==> src/rtl/display_scan_driver_if.sv <==
// Load bus for display_scan_driver: a 16-bit value offered on a valid/ready
// handshake. The master side offers data; the slave side (the driver)
// accepts it into its shadow register.
interface display_scan_driver_if;
    logic [15:0] load_data;
    logic        load_valid;
    logic        load_ready;

    modport master (output load_data, output load_valid, input load_ready);
    modport slave  (input load_data, input load_valid, output load_ready);
endinterface

==> src/rtl/display_scan_driver.sv <==
// display_scan_driver: upstream feeder for a 4-digit 7-segment multiplexer.
// A value accepted over the load bus waits in a shadow register and is
// committed to the digit outputs only on the scan-frame wrap (slot 3 -> 0),
// so a frame never shows a mix of old and new digits.
//
// Optional build macro: LEADING_ZERO_BLANK_EN
//   When defined, leading zero digits are blanked: slot 3 is dark when
//   digit_4 is 0, slot 2 when digits 4..3 are 0, and slot 1 when digits 4..2
//   are 0. Slot 0 always stays lit. When undefined there is no blanking logic.
module display_scan_driver #(
    parameter int PRESCALE = 100000
) (
    input  logic                 clk,
    input  logic                 reset,
    display_scan_driver_if.slave load_if,
    input  logic                 display_enable,
    output logic [3:0]           digit_1,
    output logic [3:0]           digit_2,
    output logic [3:0]           digit_3,
    output logic [3:0]           digit_4,
    output logic [1:0]           refresh_count,
    output logic [3:0]           anode,
    output logic                 frame_start
);

    localparam int CNT_W = $clog2(PRESCALE + 1);

    logic [CNT_W-1:0] prescaler_r;
    logic [1:0]       refresh_count_r;
    logic [3:0]       anode_r;
    logic             frame_start_r;
    logic             pending_r;
    logic [15:0]      shadow_r;
    logic [15:0]      digits_r;

    logic             tick_s;
    logic             wrap_s;
    logic             accept_s;
    logic             commit_s;
    logic [1:0]       slot_next_s;
    logic [3:0]       lit_s;
    logic [3:0]       anode_next_s;

`ifdef LEADING_ZERO_BLANK_EN
    logic [15:0]      digits_next_s;

    // Slots that stay lit for a given committed value; slot 0 is never blanked.
    function automatic logic [3:0] lit_mask(input logic [15:0] value);
        logic [3:0] mask;
        mask[0] = 1'b1;
        mask[1] = |value[15:4];
        mask[2] = |value[15:8];
        mask[3] = |value[15:12];
        return mask;
    endfunction
`endif

    // Slot timing, handshake qualification and next anode pattern.
    always_comb begin
        tick_s      = (prescaler_r == CNT_W'(PRESCALE - 1));
        wrap_s      = tick_s && (refresh_count_r == 2'd3);
        // Accept and commit are exclusive: accept needs pending low, commit
        // needs it high, so a value accepted on a wrap waits a full frame.
        accept_s    = load_if.load_valid && !pending_r;
        commit_s    = wrap_s && pending_r;
        slot_next_s = tick_s ? (refresh_count_r + 2'd1) : refresh_count_r;
`ifdef LEADING_ZERO_BLANK_EN
        // Blank on the digits that will be shown alongside the new anode.
        digits_next_s = commit_s ? shadow_r : digits_r;
        lit_s         = lit_mask(digits_next_s);
`else
        lit_s         = 4'b1111;
`endif
        anode_next_s = display_enable ? ~((4'b0001 << slot_next_s) & lit_s)
                                      : 4'b1111;
    end

    // Prescaler: counts 0..PRESCALE-1 and wraps, one tick per digit slot.
    always_ff @(posedge clk) begin
        if (reset) begin
            prescaler_r <= {CNT_W{1'b0}};
        end else if (tick_s) begin
            prescaler_r <= {CNT_W{1'b0}};
        end else begin
            prescaler_r <= prescaler_r + CNT_W'(1);
        end
    end

    // Scan slot, anode enables and frame_start pulse, all updated together.
    always_ff @(posedge clk) begin
        if (reset) begin
            refresh_count_r <= 2'd0;
            anode_r         <= 4'b1110;
            frame_start_r   <= 1'b0;
        end else begin
            refresh_count_r <= slot_next_s;
            anode_r         <= anode_next_s;
            frame_start_r   <= wrap_s;
        end
    end

    // Shadow register and pending flag; a reset discards an uncommitted value.
    always_ff @(posedge clk) begin
        if (reset) begin
            shadow_r  <= 16'h0000;
            pending_r <= 1'b0;
        end else if (commit_s) begin
            pending_r <= 1'b0;
        end else if (accept_s) begin
            shadow_r  <= load_if.load_data;
            pending_r <= 1'b1;
        end else begin
            pending_r <= pending_r;
        end
    end

    // Committed digits change only on the frame wrap.
    always_ff @(posedge clk) begin
        if (reset) begin
            digits_r <= 16'h0000;
        end else if (commit_s) begin
            digits_r <= shadow_r;
        end else begin
            digits_r <= digits_r;
        end
    end

    assign load_if.load_ready = ~pending_r;
    assign digit_4       = digits_r[15:12];
    assign digit_3       = digits_r[11:8];
    assign digit_2       = digits_r[7:4];
    assign digit_1       = digits_r[3:0];
    assign refresh_count = refresh_count_r;
    assign anode         = anode_r;
    assign frame_start   = frame_start_r;

endmodule

==> src/flat_wrapper.sv <==
// flat-port wrapper written by rule: the top's interface ports become plain ports
module display_scan_driver_flat 
#(
    parameter int PRESCALE = 100000
)
  (clk, reset, display_enable, digit_1, digit_2, digit_3, digit_4, refresh_count, anode, frame_start, load_if_load_data, load_if_load_valid, load_if_load_ready);
  display_scan_driver_if load_if_i ();
  input  logic clk;
  input  logic reset;
  input  logic display_enable;
  output logic [3:0] digit_1;
  output logic [3:0] digit_2;
  output logic [3:0] digit_3;
  output logic [3:0] digit_4;
  output logic [1:0] refresh_count;
  output logic [3:0] anode;
  output logic frame_start;
  input wire logic [$bits(load_if_i.load_data)-1:0] load_if_load_data;
  input wire logic [$bits(load_if_i.load_valid)-1:0] load_if_load_valid;
  output wire logic [$bits(load_if_i.load_ready)-1:0] load_if_load_ready;
  assign load_if_i.load_data = load_if_load_data;
  assign load_if_i.load_valid = load_if_load_valid;
  assign load_if_load_ready = load_if_i.load_ready;
  display_scan_driver #(.PRESCALE(PRESCALE)) u_core (.clk(clk), .reset(reset), .load_if(load_if_i), .display_enable(display_enable), .digit_1(digit_1), .digit_2(digit_2), .digit_3(digit_3), .digit_4(digit_4), .refresh_count(refresh_count), .anode(anode), .frame_start(frame_start));
endmodule
==> config.mk <==
export PLATFORM = sky130hd
export DESIGN_NAME = display_scan_driver_flat
export DESIGN_NICKNAME = d
export VERILOG_FILES = /design/src/rtl/display_scan_driver_if.sv /design/src/rtl/display_scan_driver.sv /design/src/flat_wrapper.sv
export SDC_FILE = /design/constraint.sdc
export NUM_CORES = 1
export LEC_CHECK = 0
export CAP_MARGIN = 20
export CORE_UTILIZATION = 54
export CTS_BUF_LIST = sky130_fd_sc_hd__clkbuf_2 sky130_fd_sc_hd__clkbuf_4 sky130_fd_sc_hd__clkbuf_8
export DETAILED_ROUTE_END_ITERATION = 12
export GPL_ROUTABILITY_DRIVEN = 0
export GPL_TIMING_DRIVEN = 0
export PLACE_DENSITY = 0.85
export SETUP_SLACK_MARGIN = 0.3
export SLEW_MARGIN = 20
export SYNTH_ARGS = -nofsm -noshare
export SYNTH_HDL_FRONTEND = slang
export SYNTH_SLANG_ARGS = --single-unit
==> constraint.sdc <==
create_clock -name clk -period 2.2 [get_ports clk]
set_clock_uncertainty 0.2 [all_clocks]
set_input_delay 0.33 -clock clk [delete_from_list [all_inputs] [get_ports clk]]
set_output_delay 0.33 -clock clk [all_outputs]
set_load 0.05 [all_outputs]
-- Word-level counts from Yosys, hierarchy flattened
Index checks and enable logic that the tools add are counted.
- flip-flop bits (word level): 57
- bits of input ports: 20
- output and inout bits: 24
- add/subtract/negate cells: 2
- equal/unequal tests: 2
- shift operators: 1
- mux-type cells: 2
- bitwise gates (word level): 4
- reductions and logical operators: 8
- operators by type and width (kind ; number):
    adder 17 x 1 -> 17 bit, second input constant ; 1
    equality test 17 bit, second input constant ; 1
    OR reduction 2 bit ; 3
    inverter 4 bit ; 1
    << shifter 1 x 2 -> 4 bit, first input constant ; 1
    logical AND 1 bit ; 3
    inverter 1 bit ; 3
    adder 2 x 1 -> 2 bit, second input constant ; 1
    equality test 2 bit, second input constant ; 1
    two-way mux 2 bit ; 1
    AND reduction 2 bit ; 1
    logical NOT 1 bit ; 1
    two-way mux 1 bit ; 1

-- Logic depth before layout (Yosys ltp)
- depth in word-level cells: 5
- depth in mapped cells: 7
- mapped depth without buffers: 5

-- Worst setup path before layout
No wires, ideal clock.
- kind: register to register
- start: reg u_core.refresh_count_r[0] (netlist: u_core.refresh_count[0])
- end: reg u_core.digits_r[10]
- setup time: 0.072 ns
- arrival time: 1.612 ns
- required time: 1.928 ns
- slack: 0.316 ns
- cell stages (with the launch flop): 6
- path buffers: 1
- clock period less this slack: 1.884 ns
- path through: dfxtp_1 -> ha_1 -> nand2_1 -> nor2_8 -> buf_12 -> mux2i_1
- word-level cells in the longest chain between the ends: 3
- ends and longest elaborated chain (element ; RTL line ; RTL):
    from (decl) ; display_scan_driver.sv:29 ; logic [1:0] refresh_count_r;
    from (signal assigned) ; display_scan_driver.sv:96 ; refresh_count_r <= slot_next_s;
    equality test 2 bit ; display_scan_driver.sv:61 ; wrap_s = tick_s && (refresh_count_r == 2'd3);
    logical AND 1 bit ; display_scan_driver.sv:61 ;
    logical AND 1 bit ; display_scan_driver.sv:65 ; commit_s = wrap_s && pending_r;
    to (signal assigned) ; display_scan_driver.sv:122 ; digits_r <= shadow_r;
    to (signal assigned) ; display_scan_driver.sv:124 ; digits_r <= digits_r;
    to (decl) ; display_scan_driver.sv:34 ; logic [15:0] digits_r;
Every way passes these cells.
A chain may end at the register's enable or synchronous reset.

-- Final worst setup path
- start: reg u_core.prescaler_r[0]
- end: reg u_core.anode_r[3] (netlist: u_core.anode[3])
- word-level cells in the longest chain between the ends: 4
- ends and longest elaborated chain (element ; RTL line ; RTL):
    from (decl) ; display_scan_driver.sv:28 ; logic [CNT_W-1:0] prescaler_r;
    from (signal assigned) ; display_scan_driver.sv:81 ; prescaler_r <= {CNT_W{1'b0}};
    from (signal assigned) ; display_scan_driver.sv:83 ; prescaler_r <= {CNT_W{1'b0}};
    from (signal assigned) ; display_scan_driver.sv:85 ; prescaler_r <= prescaler_r + CNT_W'(1);
    equality test 17 bit ; display_scan_driver.sv:60 ; tick_s = (prescaler_r == CNT_W'(PRESCALE - 1));
    two-way mux 2 bit ; display_scan_driver.sv:66 ; slot_next_s = tick_s ? (refresh_count_r + 2'd1) : refresh_count_r;
    << shifter 1 x 2 -> 4 bit ; display_scan_driver.sv:74 ; anode_next_s = display_enable ? ~((4'b0001 << slot_next_s) & lit_s)
    inverter 4 bit ; display_scan_driver.sv:74 ;
    to (signal assigned) ; display_scan_driver.sv:97 ; anode_r <= anode_next_s;
    to (decl) ; display_scan_driver.sv:30 ; logic [3:0] anode_r;
Every way passes these cells.

==> summary.txt <==
first-pass GRT wire length: 8.69 mm
root buf cell: clkbuf_8
max-slew violations: 0
Die H: 69.1 µm
Pwr per Cell Area: 727 nW/µm²
GRT Util Overall: 0.230
Final Cycle Share: 0.835
grt total ovfl: 0
FF-to-FF path depth: 6
via count: 2027
Synthesized Nets: 287
CP Launch Type: flip-flop
highest-delay cell along the critical path: dfxtp_4
# Max-Cap Violations: 0
H-tree lvl count: 3
DR WL/cell: 13.4 µm
worst path cell trace: ha_4, and4_1, buf_6, nand4_4, or2_4, o22a_1
dpl cell area: 2930 µm²
drt pass-1 iters: 4
final setup violating endpoints: 0
DRT antenna net count: 0
Crit path largest cell delay: 390 ps
CP arrival: 1860 ps
I/O Buffers: 43
pin count of the biggest net entering global routing: 11
Syn Area/Cell: 9.17 µm²
CTS Buf Count: 9
Syn Inst Count: 265
synth-to-layout area growth: 32.0%
Pleak: 1.25 nW
die area: 4770 µm²
clock latency on the worst-skew pair: 340 ps
Mapped Area: 2430 µm²
Yosys warnings: 0
Max VDD drop: 0.000543 V
critical path data required time: 2220 ps
Avg Vias per Cell: 5.32
hold crit path type: flip-flop to flip-flop
crit path max fanout: 7
Worst slew margin: 0.668
worst-margin pin slew: 499 ps
Core Area: 4350 µm²
clk buf depth: 2
Detailed Route WL: 5.10 mm
placed wire-length estimate: 3.40 mm
CP Class: flip-flop to flip-flop
IO Pins: 44
clock sinks: 57
status: finished, final reports clean
cts hold-fix bufs: 0
row cnt: 24
fin crit period: 1840 ps
overall power: 2.33 mW
sequential area share after synthesis: 0.470
setup TNS: 0 ps
Final Hold Viols: 0
NumNets Final: 346
initial antenna violation count: 0
Max Fclk: 544 MHz
#FFs+latches synth: 57
# DRC: 0
Crit. End Element: flip-flop
initial drt markers: 97
RSZ-0062 raised after global routing: no
clk slew on worst S/H paths: 70 ps
count of cell types in the netlist: 36
vias in the first global route: 1939
initial core utilization: 0.558
TritonCTS clock tree: yes
# diodes: 0
post-route cell area: 3210 µm²
placed cells: 360
hold path cells: 2
layout cells sized above 1: 0.128
Final Non-Filler Cells: 381
width of the die: 69.1 µm
critical path: cells and delay by family, from the launching register on:
kind,cells,cell delay (ps)
AOI/OAI and AO/OA,1,210
adders and majority gates,1,160
buffers and inverters,1,140
DFF,1,390
and+or+nand+nor,3,620
area by class of cell:
| cell class | instances | area (µm²) |
|---|---|---|
| Timing Repair Buffer | 48 | 447 |
| Buffer | 13 | 87.6 |
| Clock buffer | 11 | 151 |
| Inverter | 4 | 15.0 |
| Fill cell | 313 | 1150 |
| Multi-Input combinational cell | 191 | 1220 |
| Sequential cell | 57 | 1150 |
| Tap cell | 52 | 65.1 |
| Clock inverter | 5 | 77.6 |
placed cells by master (no fill, tap or decap), drive strengths merged, types with 16 or more instances in the layout:
cell type,n
a21oi,18
clkbuf,21
clkdlybuf4s50,19
dfxtp,57
dlygate4sd2,23
mux2i,16
nand2,39
nand2b,34
nor2,22
where the power goes:
part / leakage [nW] / switching [mW] / internal, mW
sequential: 0.464 / 0.0178 / 1.06
clock: 0.115 / 0.422 / 0.695
combinational: 0.669 / 0.0695 / 0.0706
total: 1.25 / 0.510 / 1.82
registers in the layout (all words and copies together), names as in the netlist:
register              count
u_core.digits_r          16
u_core.shadow_r          16
u_core.frame_start        1
u_core.anode              4
u_core.pending_r          1
u_core.refresh_count      2
u_core.prescaler_r       17
layer usage:
layer  vias up  GRT usage  share of wire
li1       1010          -              -
met1       939      0.269           0.43
met2        66      0.386           0.50
met3        12     0.0570          0.053
met4         0      0.122          0.025
met5         -          0              0
cell usage after synthesis, drive strengths merged:
| cell type | count | area share |
|---|---|---|
| dfxtp | 57 | 0.47 |
| nand2 | 39 | 0.060 |
| nand2b | 34 | 0.089 |
| nor2 | 22 | 0.041 |
| a21oi | 18 | 0.037 |
| mux2i | 16 | 0.066 |
| clkbuf | 9 | 0.014 |
| nand3 | 9 | 0.019 |
| nand4 | 9 | 0.029 |
| xnor2 | 9 | 0.032 |
| xor2 | 6 | 0.022 |
| buf | 4 | 0.018 |
| inv | 4 | 0.0062 |
| nor3 | 4 | 0.0082 |
| nor4 | 4 | 0.010 |
| and3 | 2 | 0.0051 |
| and4bb | 2 | 0.010 |
| ha | 2 | 0.010 |
| nor2b | 2 | 0.0051 |
| nor4b | 2 | 0.013 |
| o21ai | 2 | 0.0041 |
| o22a | 2 | 0.0072 |
| a311oi | 1 | 0.0036 |
| and3b | 1 | 0.0041 |
| and4 | 1 | 0.0036 |
| nor3b | 1 | 0.0031 |
| nor4bb | 1 | 0.0041 |
| or2 | 1 | 0.0026 |
| or3 | 1 | 0.0026 |
path summary, 6_finish.rpt:
path	endpoint	slack, ps	start
max	u_core.anode[3]	360	u_core.prescaler_r[0]
min reg2reg	u_core.shadow_r[12]	260	u_core.shadow_r[12]
max reg2reg	u_core.anode[3]	360	u_core.prescaler_r[0]
min	u_core.shadow_r[12]	260	u_core.shadow_r[12]
stage by stage:
stage / utilization / hold WS (ps) / setup slack (ps)
final: 0.737 / 256 / 362
after global routing: 0.737 / 283 / 303
after CTS: 0.733 / 257 / 295
after detailed placement: 0.672 / 248 / -214
after global placement: 0.672 / 242 / -188
after floorplan: - / 237 / 316
cell families after synthesis:
| kind of cell | synth area share |
|---|---|
| buffers and inverters | 0.0381 |
| and+or+nand+nor | 0.310 |
| muxes | 0.0659 |
| DFF | 0.470 |
| adders and majority gates | 0.0103 |
| xor gates and xnor gates | 0.0541 |
| AOI/OAI and AO/OA | 0.0520 |
what timing repair did:
action                     4_1_cts  5_1_grt
buffers inserted                 4        1
setup endpoints to repair       74       44
gates resized for setup         32       10
pin swaps                        2        3
Power figures use the tool's default switching activity.
